**src/rtl/seq_monitor_pkg.sv**
```systemverilog
// seq_monitor_pkg: shared states, sequence constants and decode helpers for the counter monitor
package seq_monitor_pkg;
  typedef enum logic [1:0] {HUNT = 2'd0, CHECK = 2'd1, LOCKED = 2'd2} state_e;
  localparam logic [2:0] SEQ0 = 3'd0;
  localparam logic [2:0] SEQ1 = 3'd3;
  localparam logic [2:0] SEQ2 = 3'd5;
  localparam logic [2:0] SEQ3 = 3'd6;
  function automatic logic [2:0] next_val(input logic [2:0] v);
    return v == SEQ0 ? SEQ1 : v == SEQ1 ? SEQ2 : v == SEQ2 ? SEQ3 : SEQ0;
  endfunction
  function automatic logic [1:0] to_phase(input logic [2:0] v);
    return v == SEQ1 ? 2'd1 : v == SEQ2 ? 2'd2 : v == SEQ3 ? 2'd3 : 2'd0;
  endfunction
endpackage

```
**src/rtl/seq_lut.sv**
```systemverilog
// seq_lut: combinational legal/next/phase decode of one 3-bit counter value
module seq_lut
  import seq_monitor_pkg::*;
(
  input  logic [2:0] v_i,
  output logic       legal_o,
  output logic [2:0] next_o,
  output logic [1:0] phase_o
);
  assign legal_o = v_i inside {SEQ0, SEQ1, SEQ2, SEQ3};
  assign next_o  = next_val(v_i);
  assign phase_o = to_phase(v_i);
endmodule

```
**src/rtl/seq_monitor.sv**
```systemverilog
// seq_monitor: checks a counter against 0->3->5->6->0, locks after a clean run and counts errors
module seq_monitor
  import seq_monitor_pkg::*;
#(
  parameter int LOCK_COUNT = 4,
  parameter int ERR_W      = 8
) (
  input  logic             clk,
  input  logic             reset,
  input  logic [2:0]       q_in,
  input  logic             valid,
  input  logic             clr_err,
  output logic             locked,
  output logic [1:0]       phase,
  output logic             err_pulse,
  output logic             illegal,
  output logic [ERR_W-1:0] err_count
);
  localparam logic [3:0] LC = 4'(LOCK_COUNT);
  state_e state_q, state_d;
  logic [2:0] prev_q, prev_d;
  logic [3:0] cnt_q, cnt_d;
  logic err_pulse_q, err_pulse_d, illegal_q, illegal_d;
  logic [ERR_W-1:0] err_count_q, err_count_d;
  logic q_legal, p_legal, match, unused_q;
  logic [2:0] q_next, p_next;
  logic [1:0] q_phase;
  seq_lut u_q (.v_i(q_in), .legal_o(q_legal), .next_o(q_next), .phase_o(q_phase));
  seq_lut u_p (.v_i(prev_q), .legal_o(p_legal), .next_o(p_next), .phase_o(phase));
  assign unused_q = ^{q_next, q_phase};
  assign match = valid && p_legal && q_in == p_next;
  always_comb begin
    state_d = state_q;
    prev_d = prev_q;
    cnt_d = cnt_q;
    illegal_d = valid && !q_legal;
    err_pulse_d = valid && state_q == LOCKED && !match;
    if (valid) begin
      if (!q_legal) state_d = HUNT;
      else if (state_q == HUNT || !match) begin
        prev_d = q_in;
        cnt_d = '0;
        state_d = CHECK;
      end else begin
        prev_d = q_in;
        if (state_q == CHECK) begin
          cnt_d = cnt_q + 4'd1 == LC ? 4'd0 : cnt_q + 4'd1;
          state_d = cnt_q + 4'd1 == LC ? LOCKED : CHECK;
        end
      end
    end
    // clear lands before the increment so a coincident error leaves exactly one
    err_count_d = clr_err ? '0 : err_count_q;
    err_count_d = err_pulse_d && err_count_d != '1 ? err_count_d + ERR_W'(1) : err_count_d;
  end
  always_ff @(posedge clk) begin
    if (!reset) begin
      state_q <= HUNT;
      prev_q <= '0;
      cnt_q <= '0;
      err_pulse_q <= 1'b0;
      illegal_q <= 1'b0;
      err_count_q <= '0;
    end else begin
      state_q <= state_d;
      prev_q <= prev_d;
      cnt_q <= cnt_d;
      err_pulse_q <= err_pulse_d;
      illegal_q <= illegal_d;
      err_count_q <= err_count_d;
    end
  end
  assign locked = state_q == LOCKED;
  assign err_pulse = err_pulse_q;
  assign illegal = illegal_q;
  assign err_count = err_count_q;
endmodule

```
**config.mk**
```make
export PLATFORM = sky130hd
export DESIGN_NAME = seq_monitor
export DESIGN_NICKNAME = d
export VERILOG_FILES = /design/src/rtl/seq_monitor_pkg.sv /design/src/rtl/seq_lut.sv /design/src/rtl/seq_monitor.sv
export SDC_FILE = /design/constraint.sdc
export NUM_CORES = 1
export LEC_CHECK = 0
export CORE_UTILIZATION = 56
export CTS_CLUSTER_SIZE = 28
export DETAILED_ROUTE_END_ITERATION = 8
export PLACE_DENSITY = 0.81
export SLEW_MARGIN = 5
export SYNTH_ARGS = -nofsm -noshare
export SYNTH_HDL_FRONTEND = slang
export SYNTH_HIERARCHICAL = 1
export SYNTH_SLANG_ARGS = --single-unit
```
**constraint.sdc**
```tcl
create_clock -name clk -period 4.45 [get_ports clk]
set_input_delay 0.6675 -clock clk [delete_from_list [all_inputs] [get_ports clk]]
set_output_delay 0.6675 -clock clk [all_outputs]
set_load 0.01 [all_outputs]
```
# After elaboration in Yosys (flattened, before gate mapping)
# Index checks and enable logic that the tools add are counted.
dict set report totals {
  reg_bits 19
  inputBits 7
  output_inout_bits 13
  word_cells 53
}
dict set report classes {
  n_mux 15
  n_reduce_logical 18
  n_addsub 2
  n_eq_ne 12
}
# cell n
set ops {}
lappend ops {{$mux W8} 2}
lappend ops {{$mux W2} 7}
lappend ops {{$eq A3 B3 Y1 const B} 4}
lappend ops {{$mux W4} 3}
lappend ops {{$mux W3} 3}
lappend ops {{$add A8 B1 Y8 const B} 1}
lappend ops {{$ne A8 B8 Y1 const B} 1}
lappend ops {{$reduce_bool A4 Y1} 2}
lappend ops {{$eq A3 B2 Y1 const B} 2}
lappend ops {{$logic_and A1 B1 Y1} 6}
lappend ops {{$logic_not A3 Y1} 2}
lappend ops {{$add A4 B1 Y4 const B} 1}
lappend ops {{$eq A4 B3 Y1 const B} 1}
lappend ops {{$reduce_and A2 Y1} 2}
lappend ops {{$eq A3 B3 Y1} 1}
lappend ops {{$ne A3 B1 Y1 const B} 1}
lappend ops {{$reduce_and A3 Y1} 1}
lappend ops {{$eq A2 B1 Y1 const B} 1}
lappend ops {{$eq A2 B2 Y1 const B} 1}
lappend ops {{$logic_not A1 Y1} 2}
lappend ops {{$logic_not A2 Y1} 1}
lappend ops {{$reduce_bool A2 Y1} 1}
lappend ops {{$logic_or A1 B1 Y1} 1}

# Depth between registers and ports, before layout
dict set report depth {
  word_depth 10
  ltp_mapped 7
  mapped_depth_nobuf 6
}

# Modules after synthesis
# Netlist, hierarchy kept.
# module area_per_inst_um2 cells_each instances seq_area_each_um2
set modules_own_cells {}
lappend modules_own_cells {seq_monitor 1059.8 127 1 380.4}
lappend modules_own_cells {seq_lut 71.3 9 2 0.0}

# Worst setup path before layout
# No wires, ideal clock.
dict set report synth_timing {
  path_kind {reg2reg}
  start {reg prev_q[1]}
  end {reg cnt_q[0]}
  t_arrival_ps 1998
  setup_ps 70
  path_buffers 0
  required_ps 4380
  synth_period_minus_slack_ps 2068
  stages_incl_launch_ff 7
  slack_ps 2382
  cell_sequence {dfxtp_1 > xor2_1 > and2_2 > xor2_1 > or4_4 > or4b_1 > a21oi_1}
}
dict set report synth_between {
  elab_chain_cells 10
  word_cells_on_any_way 16
  cone_classes {eq/ne (4); mux (4); reduce/logical (8)}
}
# item line_no
set synth_lines {}
lappend synth_lines {{start: declaration} seq_monitor.sv:21} ;# logic [2:0] prev_q, prev_d;
lappend synth_lines {{start signal: assignment} seq_monitor.sv:66} ;# prev_q <= prev_d;
lappend synth_lines {{$eq A3 B3 Y1} seq_monitor_pkg.sv:9} ;# return v == SEQ0 ? SEQ1 : v == SEQ1 ? SEQ2 : v == SEQ2 ? SEQ3 : SEQ0;
lappend synth_lines {{$mux W3 (2 in series)} seq_monitor_pkg.sv:9}
lappend synth_lines {{$mux W3 *} seq_monitor_pkg.sv:9}
lappend synth_lines {{net p_next[2]} seq_monitor.sv:26} ;# logic [2:0] q_next, p_next;
lappend synth_lines {{$eq A3 B3 Y1 *} seq_monitor.sv:31} ;# assign match = valid && p_legal && q_in == p_next;
lappend synth_lines {{$logic_and A1 B1 Y1 *} seq_monitor.sv:31}
lappend synth_lines {{$logic_not A1 Y1 *} seq_monitor.sv:40} ;# else if (state_q == HUNT || !match) begin
lappend synth_lines {{$logic_or A1 B1 Y1 *} seq_monitor.sv:40}
lappend synth_lines {{$reduce_bool A2 Y1 (no source line)} n/a}
lappend synth_lines {{$reduce_and A3 Y1 (no source line)} n/a}
lappend synth_lines {{end signal: assignment} seq_monitor.sv:67} ;# cnt_q <= cnt_d;
lappend synth_lines {{end: declaration} seq_monitor.sv:22} ;# logic [3:0] cnt_q, cnt_d;
# Mark *: on every way through the listed nets, which the timed path passes. The rest lies on a longest branch.
# A chain may end at the register's enable or synchronous reset.

# Worst setup path after layout
dict set report layout_timing {
  start {in q_in[2]}
  end {reg err_count_q[6] (netlist: err_count[6])}
}
dict set report layout_between {
  elab_chain_cells 6
}
# item line_no
set layout_lines {}
lappend layout_lines {{start: declaration} seq_monitor.sv:10} ;# input logic [2:0] q_in,
lappend layout_lines {{$eq A3 B3 Y1} seq_monitor.sv:31}
lappend layout_lines {{$logic_and A1 B1 Y1} seq_monitor.sv:31}
lappend layout_lines {{$logic_not A1 Y1} seq_monitor.sv:37} ;# err_pulse_d = valid && state_q == LOCKED && !match;
lappend layout_lines {{$logic_and A1 B1 Y1} seq_monitor.sv:37}
lappend layout_lines {{$logic_and A1 B1 Y1} seq_monitor.sv:54} ;# err_count_d = err_pulse_d && err_count_d != '1 ? err_count_d + ERR_W'(1) : err_count_d;
lappend layout_lines {{$mux W8} seq_monitor.sv:54}
lappend layout_lines {{end signal: assignment} seq_monitor.sv:70} ;# err_count_q <= err_count_d;
lappend layout_lines {{end: declaration} seq_monitor.sv:24} ;# logic [ERR_W-1:0] err_count_q, err_count_d;
# No other way between the ends.

==> qor.log <==
[sta] highest clock frequency the design can meet 368 MHz
[power] power density cells 229 mW/mm^2
[floorplanning] site row count 16
[flow_run] Max-cap violations 0
[worst_setup_path] beginning of the worst register-to-register path prev_q[1]
[placed_design] IO buf count 19
[power] Max rail drop VDD 188 uV
[clock_tree] total number of H-tree levels 1
[logic_synthesis] number of nets in the synthesized netlist 148
[drt] routed vias/inst 6.17
[sta] Slew @ Worst Pin 1.27 ns
[sta] Final setup viols 0
[grt] total global-route track usage 24.7%
[drt] drt pass-1 iters 4
[clock_tree] TritonCTS clock tree built
[worst_setup_path] Req. time, crit path 4.66 ns
[run_status] status completed
[worst_hold_path] hold crit path type reg -> reg
[worst_setup_path] endpoint kind of the worst setup timing path flip-flop
[cells_and_area] synthesis-to-finish area growth 20.6%
[floorplanning] Initial Utilization 59.5%
[cells_and_area] commonest cells after routing, fill and taps aside 19 x sky130_fd_sc_hd__dfxtp_1, 19 x sky130_fd_sc_hd__clkdlybuf4s50_1, 18 x sky130_fd_sc_hd__nand2_1
[sta] Final Hold Fails 0
[cells_and_area] final standard cell area without fillers 0.00139 mm^2
[worst_hold_path] min-delay src err_count[7]
[clock_tree] PostCTS Resize Cnt 0
[drt] count of vias placed by the detailed router 1141
[floorplanning] number of top-level pins 20
[cells_and_area] FF/Latch Area 380 um^2
[clock_tree] post-CTS clock slew at the launch and capture registers of the worst setup and hold paths 0.11 ns
[worst_setup_path] maximum fanout along the worst path 17
[grt] pin count of the biggest net entering global routing 18
[power] LEAKAGE 0.483 nW
[worst_setup_path] depth of the worst register-to-register path 6
[grt] number of antenna violations at the first check in global routing 0
[clock_tree] CTS Hold Bufs 0
[sta] max-slew violation count 0
[drt] number of routed nets with antenna violations 0
[cells_and_area] combined area of the multi-input logic cells 744 um^2
[logic_synthesis] cells after synthesis 138
[sta] Tcrit/Tclk final 61.0%
[sta] worst relative slew slack 14.4%
[floorplanning] die footprint 0.00225 mm^2
[sta] worst-case setup margin in the final layout 1.73 ns
[worst_setup_path] kind of start point of the critical path input port
[logic_synthesis] per-instance average area after synthesis 8.38 um^2
[clock_tree] buffer depth of the longest clock path 2
[grt] global-route wire length before repair 3.88 mm
[worst_setup_path] origin of the worst setup path q_in[2]
[worst_hold_path] cell depth of the worst min-delay path 2
[floorplanning] CORE AREA 0.00194 mm^2
[placed_design] pre-CTS setup slack 1.41 ns
[floorplanning] DIE HEIGHT 47.4 um
[placed_design] RePlAce Congestion 0.828
[sta] Final min period 2.72 ns
[clock_tree] Skew-Pair Late Insertion Delay 0.30 ns
[grt] number of global-route vias before repair 930
[placed_design] post-placement cell area 0.00137 mm^2
[sta] final setup TNS 0 ns
[cells_and_area] diodes inserted 0
[cells_and_area] count of fill cells added during filler insertion 157
[cells_and_area] share of cells above drive strength 1 6.96%
[power] Design Power 0.319 mW
[clock_tree] buffer cell driving the clock tree root sky130_fd_sc_hd__clkbuf_4
[logic_synthesis] count of yosys warnings during synthesis 6
[drt] per-cell routed wire length 13.8 um
[floorplanning] Die Span X 47.4 um
[logic_synthesis] synthesized area 0.00116 mm^2
[drt] DRC viols 0
[sta] clk_skew 0.00196 ns
[drt] total routed wirelength 2.55 mm
[cells_and_area] count of nets after finishing 169
[drt] drt first-iter violations 32
[sta] unrepaired setup endpoints after global routing false
[clock_tree] Post-CTS Setup Repair Bufs 0
[placed_design] placed wire-length estimate after detailed placement 1.86 mm
[clock_tree] CTS Sinks 19
[grt] global-route congestion overflow total 0
[clock_tree] TritonCTS Buffers 3
[worst_setup_path] critical path start-end classification in -> reg
[worst_setup_path] Worst EP arrival 2.93 ns
==> where the power goes <==
group          switching, mW  internal, mW  total, mW
Combinational         0.0314        0.0204     0.0518
Clock                 0.0546        0.0350     0.0896
Sequential           0.00442         0.173      0.178
==> layout make-up <==
cell class                 count  area share (%)
multi-input combinational    111            53.4
timing repair buffer          19            13.6
inverter                       5            1.35
sequential                    19            27.3
clock buffer                   4            1.89
tap                           27            2.42
==> routing by layer <==
metal | vias to the layer above | routed length [um] | GRT usage (%)
li1 | 561 | - | -
met1 | 540 | 1240 | 32.1
met2 | 31 | 1180 | 39.7
met3 | 9 | 80 | 3.77
met4 | 0 | 58 | 12.6
met5 | - | 0 | 0
==> per-stage QoR <==
| step | hold slack (ns) | cells | utilization [%] |
|---|---|---|---|
| finish | 0.523 | 185 | 71.8 |
| global route | 0.566 | 185 | 71.8 |
| CTS | 0.527 | 185 | 71.8 |
| detailed placement | 0.510 | 181 | 70.4 |
| global placement | 0.500 | 181 | 70.4 |
| floorplan | 0.489 | 138 | - |
==> worst paths after layout <==
kind                                      to  slack (ns)
worst min-delay path            err_count[7]        0.52
worst min register to register  err_count[7]        0.52
worst max register to register  err_count[6]        1.80
worst max-delay path            err_count[6]        1.73
==> worst max-delay path, cell delays in order <==
cell and delay [ns]:
sky130_fd_sc_hd__clkdlybuf4s50_1 0.47, sky130_fd_sc_hd__xor2_1 0.23, sky130_fd_sc_hd__o41ai_2 1.12, sky130_fd_sc_hd__o21ai_0 0.22
sky130_fd_sc_hd__and3_1 0.22
==> sequential cells by signal, indices dropped and copies added (netlist names) <==
name and cells:
err_count 8, illegal 1, state_q 2, err_pulse 1, cnt_q 4, prev_q 3
(Power assumes the default switching activity.)
